$ cat src/rtl/instr_fetch_unit_if.sv
// IF-stage bus bundle: instruction-memory port, IF/ID handshake, redirect and status.
// The master modport is the fetch unit; the slave modport is memory/decode/execute.
interface instr_fetch_unit_if;
  logic        fetch_en;
  logic [31:0] mem_addr;
  logic [31:0] mem_data;
  logic        id_ready;
  logic        ex_redirect;
  logic [31:0] ex_target;
  logic        ifid_valid;
  logic [31:0] ifid_instr;
  logic [31:0] ifid_npc;
  logic        halted;
  logic        fault;
  logic [31:0] fetch_count;

  modport master (
    input  fetch_en, mem_data, id_ready, ex_redirect, ex_target,
    output mem_addr, ifid_valid, ifid_instr, ifid_npc, halted, fault, fetch_count
  );

  modport slave (
    output fetch_en, mem_data, id_ready, ex_redirect, ex_target,
    input  mem_addr, ifid_valid, ifid_instr, ifid_npc, halted, fault, fetch_count
  );
endinterface

$ cat src/rtl/instr_fetch_unit.sv
// Instruction fetch: PC owner, drives combinational imem, fills IF/ID register; 1-cycle PC->ifid latency.
// Backpressure: valid && !id_ready freezes everything except a redirect, which squashes the held entry.
module instr_fetch_unit #(
  parameter logic [31:0] RESET_PC     = 32'd0,
  parameter int unsigned MEM_DEPTH    = 128,
  parameter bit          HALT_ON_ZERO = 1'b1
) (
  input  logic               clk,
  input  logic               rst,
  instr_fetch_unit_if.master bus
);

  localparam logic [31:0] DEPTH = 32'(MEM_DEPTH);

  typedef enum logic [1:0] {
    IDLE = 2'd0,
    RUN  = 2'd1,
    HALT = 2'd2
  } state_t;

  state_t      state_q, state_d;
  logic [31:0] pc_q, pc_d;
  logic [31:0] instr_q, instr_d;
  logic [31:0] npc_q, npc_d;
  logic [31:0] count_q, count_d;
  logic        valid_q, valid_d;
  logic        halted_q, halted_d;
  logic        fault_q, fault_d;

  always_comb begin
    state_d  = state_q;
    pc_d     = pc_q;
    instr_d  = instr_q;
    npc_d    = npc_q;
    count_d  = count_q;
    valid_d  = valid_q;
    halted_d = halted_q;
    fault_d  = fault_q;

    unique case (state_q)
      IDLE: begin
        if (bus.fetch_en) state_d = RUN;
      end

      RUN: begin
        // Rule order matters: redirect > stall > fetch disabled > range fault > zero-word halt.
        if (bus.ex_redirect) begin
          pc_d    = bus.ex_target;
          valid_d = 1'b0;
        end else if (valid_q && !bus.id_ready) begin
          // stall: hold everything
        end else if (!bus.fetch_en) begin
          if (bus.id_ready) valid_d = 1'b0;
        end else if (pc_q >= DEPTH) begin
          state_d  = HALT;
          halted_d = 1'b1;
          fault_d  = 1'b1;
          valid_d  = 1'b0;
        end else if (HALT_ON_ZERO && (bus.mem_data == 32'd0)) begin
          state_d  = HALT;
          halted_d = 1'b1;
          valid_d  = 1'b0;
        end else begin
          instr_d = bus.mem_data;
          npc_d   = pc_q + 32'd1;
          valid_d = 1'b1;
          pc_d    = pc_q + 32'd1;
          count_d = count_q + 32'd1;
        end
      end

      HALT: begin
        if (bus.ex_redirect) begin
          pc_d     = bus.ex_target;
          state_d  = RUN;
          halted_d = 1'b0;
          fault_d  = 1'b0;
        end
      end

      default: state_d = IDLE;
    endcase
  end

  always_ff @(posedge clk or posedge rst) begin
    if (rst) begin
      state_q  <= IDLE;
      pc_q     <= RESET_PC;
      instr_q  <= 32'd0;
      npc_q    <= 32'd0;
      count_q  <= 32'd0;
      valid_q  <= 1'b0;
      halted_q <= 1'b0;
      fault_q  <= 1'b0;
    end else begin
      state_q  <= state_d;
      pc_q     <= pc_d;
      instr_q  <= instr_d;
      npc_q    <= npc_d;
      count_q  <= count_d;
      valid_q  <= valid_d;
      halted_q <= halted_d;
      fault_q  <= fault_d;
    end
  end

  assign bus.mem_addr    = pc_q;
  assign bus.ifid_valid  = valid_q;
  assign bus.ifid_instr  = instr_q;
  assign bus.ifid_npc    = npc_q;
  assign bus.halted      = halted_q;
  assign bus.fault       = fault_q;
  assign bus.fetch_count = count_q;

endmodule

$ cat src/flat_wrapper.sv
// flat-port wrapper written by rule: the top's interface ports become plain ports
module instr_fetch_unit_flat 
#(
  parameter logic [31:0] RESET_PC     = 32'd0,
  parameter int unsigned MEM_DEPTH    = 128,
  parameter bit          HALT_ON_ZERO = 1'b1
)
  (clk, rst, bus_fetch_en, bus_mem_data, bus_id_ready, bus_ex_redirect, bus_ex_target, bus_mem_addr, bus_ifid_valid, bus_ifid_instr, bus_ifid_npc, bus_halted, bus_fault, bus_fetch_count);
  instr_fetch_unit_if bus_i ();
  input  logic clk;
  input  logic rst;
  input wire logic [$bits(bus_i.fetch_en)-1:0] bus_fetch_en;
  input wire logic [$bits(bus_i.mem_data)-1:0] bus_mem_data;
  input wire logic [$bits(bus_i.id_ready)-1:0] bus_id_ready;
  input wire logic [$bits(bus_i.ex_redirect)-1:0] bus_ex_redirect;
  input wire logic [$bits(bus_i.ex_target)-1:0] bus_ex_target;
  output wire logic [$bits(bus_i.mem_addr)-1:0] bus_mem_addr;
  output wire logic [$bits(bus_i.ifid_valid)-1:0] bus_ifid_valid;
  output wire logic [$bits(bus_i.ifid_instr)-1:0] bus_ifid_instr;
  output wire logic [$bits(bus_i.ifid_npc)-1:0] bus_ifid_npc;
  output wire logic [$bits(bus_i.halted)-1:0] bus_halted;
  output wire logic [$bits(bus_i.fault)-1:0] bus_fault;
  output wire logic [$bits(bus_i.fetch_count)-1:0] bus_fetch_count;
  assign bus_i.fetch_en = bus_fetch_en;
  assign bus_i.mem_data = bus_mem_data;
  assign bus_i.id_ready = bus_id_ready;
  assign bus_i.ex_redirect = bus_ex_redirect;
  assign bus_i.ex_target = bus_ex_target;
  assign bus_mem_addr = bus_i.mem_addr;
  assign bus_ifid_valid = bus_i.ifid_valid;
  assign bus_ifid_instr = bus_i.ifid_instr;
  assign bus_ifid_npc = bus_i.ifid_npc;
  assign bus_halted = bus_i.halted;
  assign bus_fault = bus_i.fault;
  assign bus_fetch_count = bus_i.fetch_count;
  instr_fetch_unit #(.RESET_PC(RESET_PC), .MEM_DEPTH(MEM_DEPTH), .HALT_ON_ZERO(HALT_ON_ZERO)) u_core (.clk(clk), .rst(rst), .bus(bus_i));
endmodule
$ cat config.mk
export PLATFORM = sky130hd
export DESIGN_NAME = instr_fetch_unit_flat
export DESIGN_NICKNAME = d
export VERILOG_FILES = /design/src/rtl/instr_fetch_unit_if.sv /design/src/rtl/instr_fetch_unit.sv /design/src/flat_wrapper.sv
export SDC_FILE = /design/constraint.sdc
export NUM_CORES = 1
export LEC_CHECK = 0
export BUFFER_PORTS_ARGS = -buffer_cell sky130_fd_sc_hd__buf_4
export CORE_MARGIN = 10
export CORE_UTILIZATION = 50
export DETAILED_ROUTE_END_ITERATION = 12
export PLACE_DENSITY = 0.79
export SYNTH_ARGS = -nofsm -noshare
export SYNTH_HDL_FRONTEND = slang
export SYNTH_SLANG_ARGS = --single-unit
$ cat constraint.sdc
create_clock -name clk -period 11.75 [get_ports clk]
set_input_delay 2.35 -clock clk [delete_from_list [all_inputs] [get_ports clk]]
set_output_delay 2.35 -clock clk [all_outputs]
set_load 0.01 [all_outputs]
==> results of run 1 <==
## logic make-up (layout without fill, tap and decap cells)
logic type                 count (synthesis)  count (layout)  synth area share
and+or+nand+nor                          200             200             0.183
buffers and inverters                     45             253            0.0386
adders and majority gates                  3               3           0.00629
DFF                                      133             133             0.557
muxes                                     40              40            0.0750
AOI/OAI and AO/OA                         83              83            0.0855
xor gates and xnor gates                  37              37            0.0543
## worst max-delay path, delay by kind of cell
kind / cells / cell delay (ps)
buffers and inverters: 2 / 610
AOI/OAI and AO/OA: 1 / 590
and+or+nand+nor: 3 / 1010
muxes: 1 / 400
## worst min path at each step
stage | to | slack [ps] | startpoint
6_report | u_core.bus.fetch_count[31] | 480 | u_core.bus.fetch_count[31]
5_1_grt | u_core.bus.fetch_count[31] | 490 | u_core.bus.fetch_count[31]
4_1_cts | u_core.bus.fetch_count[31] | 480 | u_core.bus.fetch_count[31]
3_5_place_dp | u_core.bus.fetch_count[31] | 470 | u_core.bus.fetch_count[31]
3_3_place_gp | u_core.bus.fetch_count[31] | 460 | u_core.bus.fetch_count[31]
2_1_floorplan | u_core.bus.fetch_count[31] | 500 | u_core.bus.fetch_count[31]
## final cells by class
cell class              instances  area share
inverters                      20     0.00950
clock inverters                 8      0.0178
repair buffers                202       0.186
multi-input cells             363       0.297
well taps                     143      0.0219
clock buffers                  23      0.0610
flip-flops and latches        133       0.408
## routing by layer
layer	GRT usage	up-vias	part of all wire
met2	0.339	246	0.49
li1	-	2305	-
met5	0	-	0
met3	0.0750	30	0.093
met4	0.0896	0	0.024
met1	0.240	2451	0.39
## cells in the final DEF, fill, tap and decap left out, drive strengths merged, types with 4 or more instances in the layout
cell      n
o211ai    7
nor3     22
nand2    57
nor2     25
o21ai    30
nor2b    27
xor2     22
nand3    16
a21oi    19
xnor2    15
buf     202
mux2     38
a211oi    6
clkbuf   23
dfrtp   133
nor4     26
bufinv    4
inv      20
nand4    13
## power breakdown
group	total (mW)	switching (mW)	internal [mW]	leakage, nW
logic	0.269	0.149	0.120	2.10
clock network	0.571	0.189	0.381	0.311
registers	0.562	0.0621	0.500	1.74
total	1.40	0.400	1.00	4.15
## per-stage QoR
stage | power [mW] | hold WS, ps | cell area [um^2] | std cells | worst slack (ps)
after floorplan | 0.698 | 504 | 5970 | 541 | 5850
after global placement | 0.824 | 459 | 7520 | 861 | 6700
after detailed placement | 0.833 | 470 | 7520 | 861 | 6640
after CTS | 1.41 | 479 | 8170 | 892 | 7070
after global routing | 1.46 | 492 | 8170 | 892 | 6930
final | 1.40 | 477 | 8170 | 892 | 7080
## sequential cells by signal, summed over array words and instances (netlist names)
name	count
u_core.bus.fetch_count	32
u_core.bus.ifid_instr	32
u_core.bus.ifid_npc	32
u_core.bus.mem_addr	32
u_core.state_q	2
u_core.bus.fault	1
u_core.bus.halted	1
u_core.bus.ifid_valid	1
==> flow_summary.yaml, run 1 <==
run_status:
  outcome: "completed"
timing:
  clock_skew_ps: 5.14
  worstMarginPinSlew_ps: 1210
  setup_tns_ps: 0
  fmax_mhz: 214
  drv_slew: 0
  finalCriticalPeriod_ps: 4670
  layout_worst_path_cycle_share: 0.398
  slew_headroom: 0.192
  rsz0062_at_grt: "no"
  finalSetupViolCount: 0
  hold_viol: 0
worst_hold_path:
  whs_path_depth: 1
  hold_path.class: "reg -> reg"
route:
  drc_errors: 0
  wire_per_inst_um: 19.7
  drt_first_iter_violations: 346
  drt-pass1-iter-count: 5
  vias: 5032
  antenna_left: 0
  vias_per_cell: 5.64
  wirelength_um: 17600
grt:
  track_usage: 0.207
  grt_pass1_vias: 5365
  grt_max_degree: 69
  grt_first_pass_wirelength_um: 27400
  grt-ovfl-total: 0
  antenna_found_initial: 0
critical_path:
  crit_chain: "buf_4 -> nor4_1 -> and4_1 -> a211o_1 -> nor2_4 -> buf_4 -> mux2_2"
  cp_data_arrival_time_ps: 4960
  crit_path_end: "u_core.bus.ifid_instr[17]"
  cp_slowest_cell: "nor2_4"
  r2r_end: "u_core.bus.ifid_instr[17]"
  ff2ff_path_depth: 6
  crit_path_frequent_cell: "buf_4"
  crit_path_start_kind: "primary input"
  timing.rr.start: "u_core.bus.mem_addr[27]"
  critPathKind: "in -> reg"
  max_stage_delay_ps: 710
  critPathCaptureType: "flop"
  startpoint: "bus_mem_data[8]"
  crit_required_ps: 12040
  r2r_setup_slack_ps: 8150
  cp_max_fo: 39
placement:
  port_buffers: 199
  post-dp-hpwl_um: 13100
  routabilityCongestion: 0.868
floorplanning:
  core_area_um2: 11600
  num_rows: 39
  ios: 200
  die_y_um: 129
  start_util: 0.516
  die_area_um2: 16700
  die_w_um: 129
finish:
  n_fill_cell: 858
  layout.nets: 809
  area_growth_pct: 36.7
  multi_input_area_um2: 2420
  diodes: 0
  utilization: 0.706
  drive_gt1_frac: 0.372
  seq_area_um2: 3330
logic_synthesis:
  synth_nets: 613
  yosys_warnings: 0
  synth_area_leaders: "dfrtp_1 56%, mux2_2 6.8%, nand2_1 3.6%"
  ys_types: 52
  async_reset_ff_frac: 1.00
  synth_edf_count: 0
  synth_area_per_cell_um2: 11.0
  ys_ff_latch: 133
  synth_area_um2: 5970
  netlist_instances: 541
  synth_common_cells: "133 x dfrtp_1, 57 x nand2_1, 36 x mux2_2"
  synth_top_area_frac: 0.557
  ys.flop_type: "dfrtp_1"
  synth.most_common_cell: "dfrtp_1"
  synth_top_area_cell: "dfrtp_1"
  synth-seq-area-share: 0.557
clocking:
  cts_buffers: 17
  cts_tree: "done"
  worstSkewPairLatency_ps: 410
  clock-root-buffer: "clkbuf_16"
  cts_resized: 0
  ctsHtreeMaxLevel: 4
  hold_buffers: 0
  clkSlewWorstSetupHoldPaths_ps: 60
  post_cts_buffers: 0
  cts.sinks: 133
  clockBufferDepth: 2
power:
  power_density_nw_per_um2: 172
  p_leak_nw: 4.15
  ir_worst_vdd_mv: 0.142
flow_run:
  maxCapViolations: 0
Power figures use the tool's default switching activity.
==> inputs of run 2 (changes only) <==
- ABC_AREA: not set -> 1
- CORE_UTILIZATION: 50 -> 48
- PLACE_DENSITY: 0.79 -> 0.77
- clock period: 11.75 -> 3.9 ns (I/O delays scaled with it)
==> run 2 against run 1 <==
  * Synthesized cell count up 110%
  * Hold slack worse by 5.9 ps
  * Critical path type is now reg -> reg
  * Cell area up 21%
  * First-iteration DRC count up 65%
  * Die area up 27%
  * Clock skew up 1.9 ps
  * Sequential cell count unchanged
  * Combinational power rose to 5.0 times the previous value
  * Final cell count up 73%
  * Critical path depth up 3
  * Sequential power rose to 3.3 times the previous value
  * Register-to-register slack worse by 6700 ps
  * Largest power group is now sequential cells
==> flow_summary.yaml, run 2 <==
clocking:
  cts_resized: 0
  clkSlewWorstSetupHoldPaths_ps: 60
  hold_buffers: 0
  cts_buffers: 17
  cts_tree: "done"
  clockBufferDepth: 2
  clock-root-buffer: "clkbuf_16"
  post_cts_buffers: 0
  worstSkewPairLatency_ps: 430
  ctsHtreeMaxLevel: 4
  cts.sinks: 133
timing:
  layout_worst_path_cycle_share: 0.620
  finalCriticalPeriod_ps: 2420
  setup_slack_ps: 1480
  rsz0062_at_grt: "no"
  drv_slew: 0
  clock_skew_ps: 7.06
  setup_tns_ps: 0
  finalSetupViolCount: 0
  slew_headroom: 0.324
  worstMarginPinSlew_ps: 1010
  fmax_mhz: 413
  hold_viol: 0
grt:
  antenna_found_initial: 0
  grt-ovfl-total: 0
  grt_max_degree: 134
  track_usage: 0.218
  grt_first_pass_wirelength_um: 38500
  grt_pass1_vias: 7511
floorplanning:
  start_util: 0.495
  ios: 200
  core_area_um2: 15300
  die_w_um: 146
  die_area_um2: 21200
  die_y_um: 146
  num_rows: 45
critical_path:
  critPathKind: "reg -> reg"
  crit_required_ps: 4210
  crit_path_start_kind: "flop"
  crit_path_frequent_cell: "nand2_1"
  cp_max_fo: 64
  crit_chain: "or2_0 -> nor2_1 -> nand2_1 -> nor2_2 -> nand2_2 -> nor2_4 -> nand2_2 -> buf_12 -> nand2_1 -> nand2_1"
  crit_family: "simple AND/OR/NAND/NOR gates"
  cp_slowest_cell: "dfrtp_1"
  critPathCaptureType: "flop"
  cp_data_arrival_time_ps: 2730
  path_buf_inv: 1
  max_stage_delay_ps: 450
logic_synthesis:
  synth_top_area_frac: 0.439
  yosys_warnings: 0
  ys_types: 25
  ys_ff_latch: 133
  netlist_instances: 1130
  synth.most_common_cell: "nand2_1"
  synth_top_family_by_area: "simple AND/OR/NAND/NOR gates"
  synth_mux_area_frac: 0
  synth_area_leaders: "dfrtp_1 44%, nand2_1 27%, nand3_1 8.5%"
  synth_compound_area_frac: 0.00545
  synth-xor-area-share: 0.0324
  synthSimpleGateAreaFrac: 0.450
  async_reset_ff_frac: 1.00
  synthAdderAreaFrac: 0.00495
  synth_area_per_cell_um2: 6.71
  synth_top_area_cell: "dfrtp_1"
  synth-seq-area-share: 0.439
  synth_edf_count: 0
  ys.flop_type: "dfrtp_1"
  synth_area_um2: 7580
  synth_common_cells: "540 x nand2_1, 133 x dfrtp_1, 128 x nand3_1"
  synth_nets: 1202
route:
  wire_per_inst_um: 15.0
  drt_first_iter_violations: 572
  drc_errors: 0
  drt-pass1-iter-count: 5
  wirelength_um: 23200
  vias: 7772
  vias_per_cell: 5.04
  antenna_left: 0
power:
  switching_share: 0.357
  power_density_nw_per_um2: 495
  internal_power_mw: 3.13
  p_leak_nw: 5.51
  p_seq_frac: 0.383
  ir_worst_vdd_mv: 0.316
  switching_power_mw: 1.74
  combPwrFrac: 0.275
  p_clk_frac: 0.342
flow_run:
  maxCapViolations: 0
placement:
  port_buffers: 199
  post-dp-hpwl_um: 16600
  post-place-ws_ps: 1240
  routabilityCongestion: 0.888
finish:
  n_fill_cell: 1376
  area_growth_pct: 29.9
  seq_area_um2: 3330
  multi_input_area_um2: 3740
  drive_gt1_frac: 0.202
  layout.nets: 1389
  final_cell_mix: "540 x nand2_1, 205 x buf_4, 133 x dfrtp_1, 128 x nand3_1, 124 x nor2_1"
  layout.cells.most_common: "nand2_1"
  diodes: 0
worst_hold_path:
  hold_path.class: "reg -> reg"
run_status:
  outcome: "completed"
## run 2: worst paths after layout
path | start | endpoint | slack, ps | cells past startpoint
setup / recovery | u_core.bus.mem_addr[13] | u_core.bus.fetch_count[18] | 1480 | 10
hold / removal | u_core.bus.ifid_npc[12] | u_core.bus.ifid_npc[12] | 470 | 2
setup reg to reg | u_core.bus.mem_addr[13] | u_core.bus.fetch_count[18] | 1480 | 10
hold reg to reg | u_core.bus.ifid_npc[12] | u_core.bus.ifid_npc[12] | 470 | 2
max in group asynchronous | rst | u_core.bus.fetch_count[17] | 2810 | 3
min in group asynchronous | rst | u_core.bus.mem_addr[28] | 530 | 3
## run 2: kinds of logic after synthesis
logic type,after synthesis
AOI/OAI and AO/OA,8
DFF,133
and+or+nand+nor,834
adders and majority gates,3
xor gates and xnor gates,28
buffers and inverters,124
## run 2: power groups by stage
stage               Sequential, mW  Clock [mW]  Combinational, mW
floorplan                     1.86           0              0.752
detailed placement            1.88           0               1.35
global route                  1.89        1.75               1.52
global placement              1.87           0               1.32
finish                        1.87        1.67               1.34
CTS                           1.85        1.68               1.35
## run 2: worst min-delay path: cells and delay by family (launching register included)
| kind | cells | cell delay (ps) |
|---|---|---|
| AND/OR/NAND/NOR | 1 | 60 |
| flip-flops | 1 | 340 |
| buffers and inverters | 1 | 40 |
## run 2: stage by stage
| step | hold slack [ps] | instances | area (um^2) | total power, mW | utilization |
|---|---|---|---|---|---|
| 2_1_floorplan | 442 | 1130 | 7580 | 2.61 | - |
| 3_3_place_gp | 451 | 1509 | 9240 | 3.20 | 0.603 |
| 3_5_place_dp | 458 | 1509 | 9240 | 3.22 | 0.603 |
| 4_1_cts | 474 | 1541 | 9850 | 4.89 | 0.643 |
| 5_1_grt | 486 | 1541 | 9850 | 5.16 | 0.643 |
| 6_report | 471 | 1541 | 9850 | 4.87 | 0.643 |
## run 2: routing by layer
metal  wire [um]  part of all wire  up-vias  global-route usage
li1            -                 -     3868                   -
met1        9390              0.41     3588               0.261
met2       11600              0.50      284               0.370
met3        1680             0.072       32              0.0531
met4         544             0.023        0              0.0839
met5           0                 0        -                   0
## run 2: cell type report
type	instances	area share
multi-input combinational	873	0.380
timing repair buffer	207	0.160
tap	211	0.0268
clock buffer	18	0.0446
clock inverter	14	0.0178
sequential	133	0.338
inverter	85	0.0328
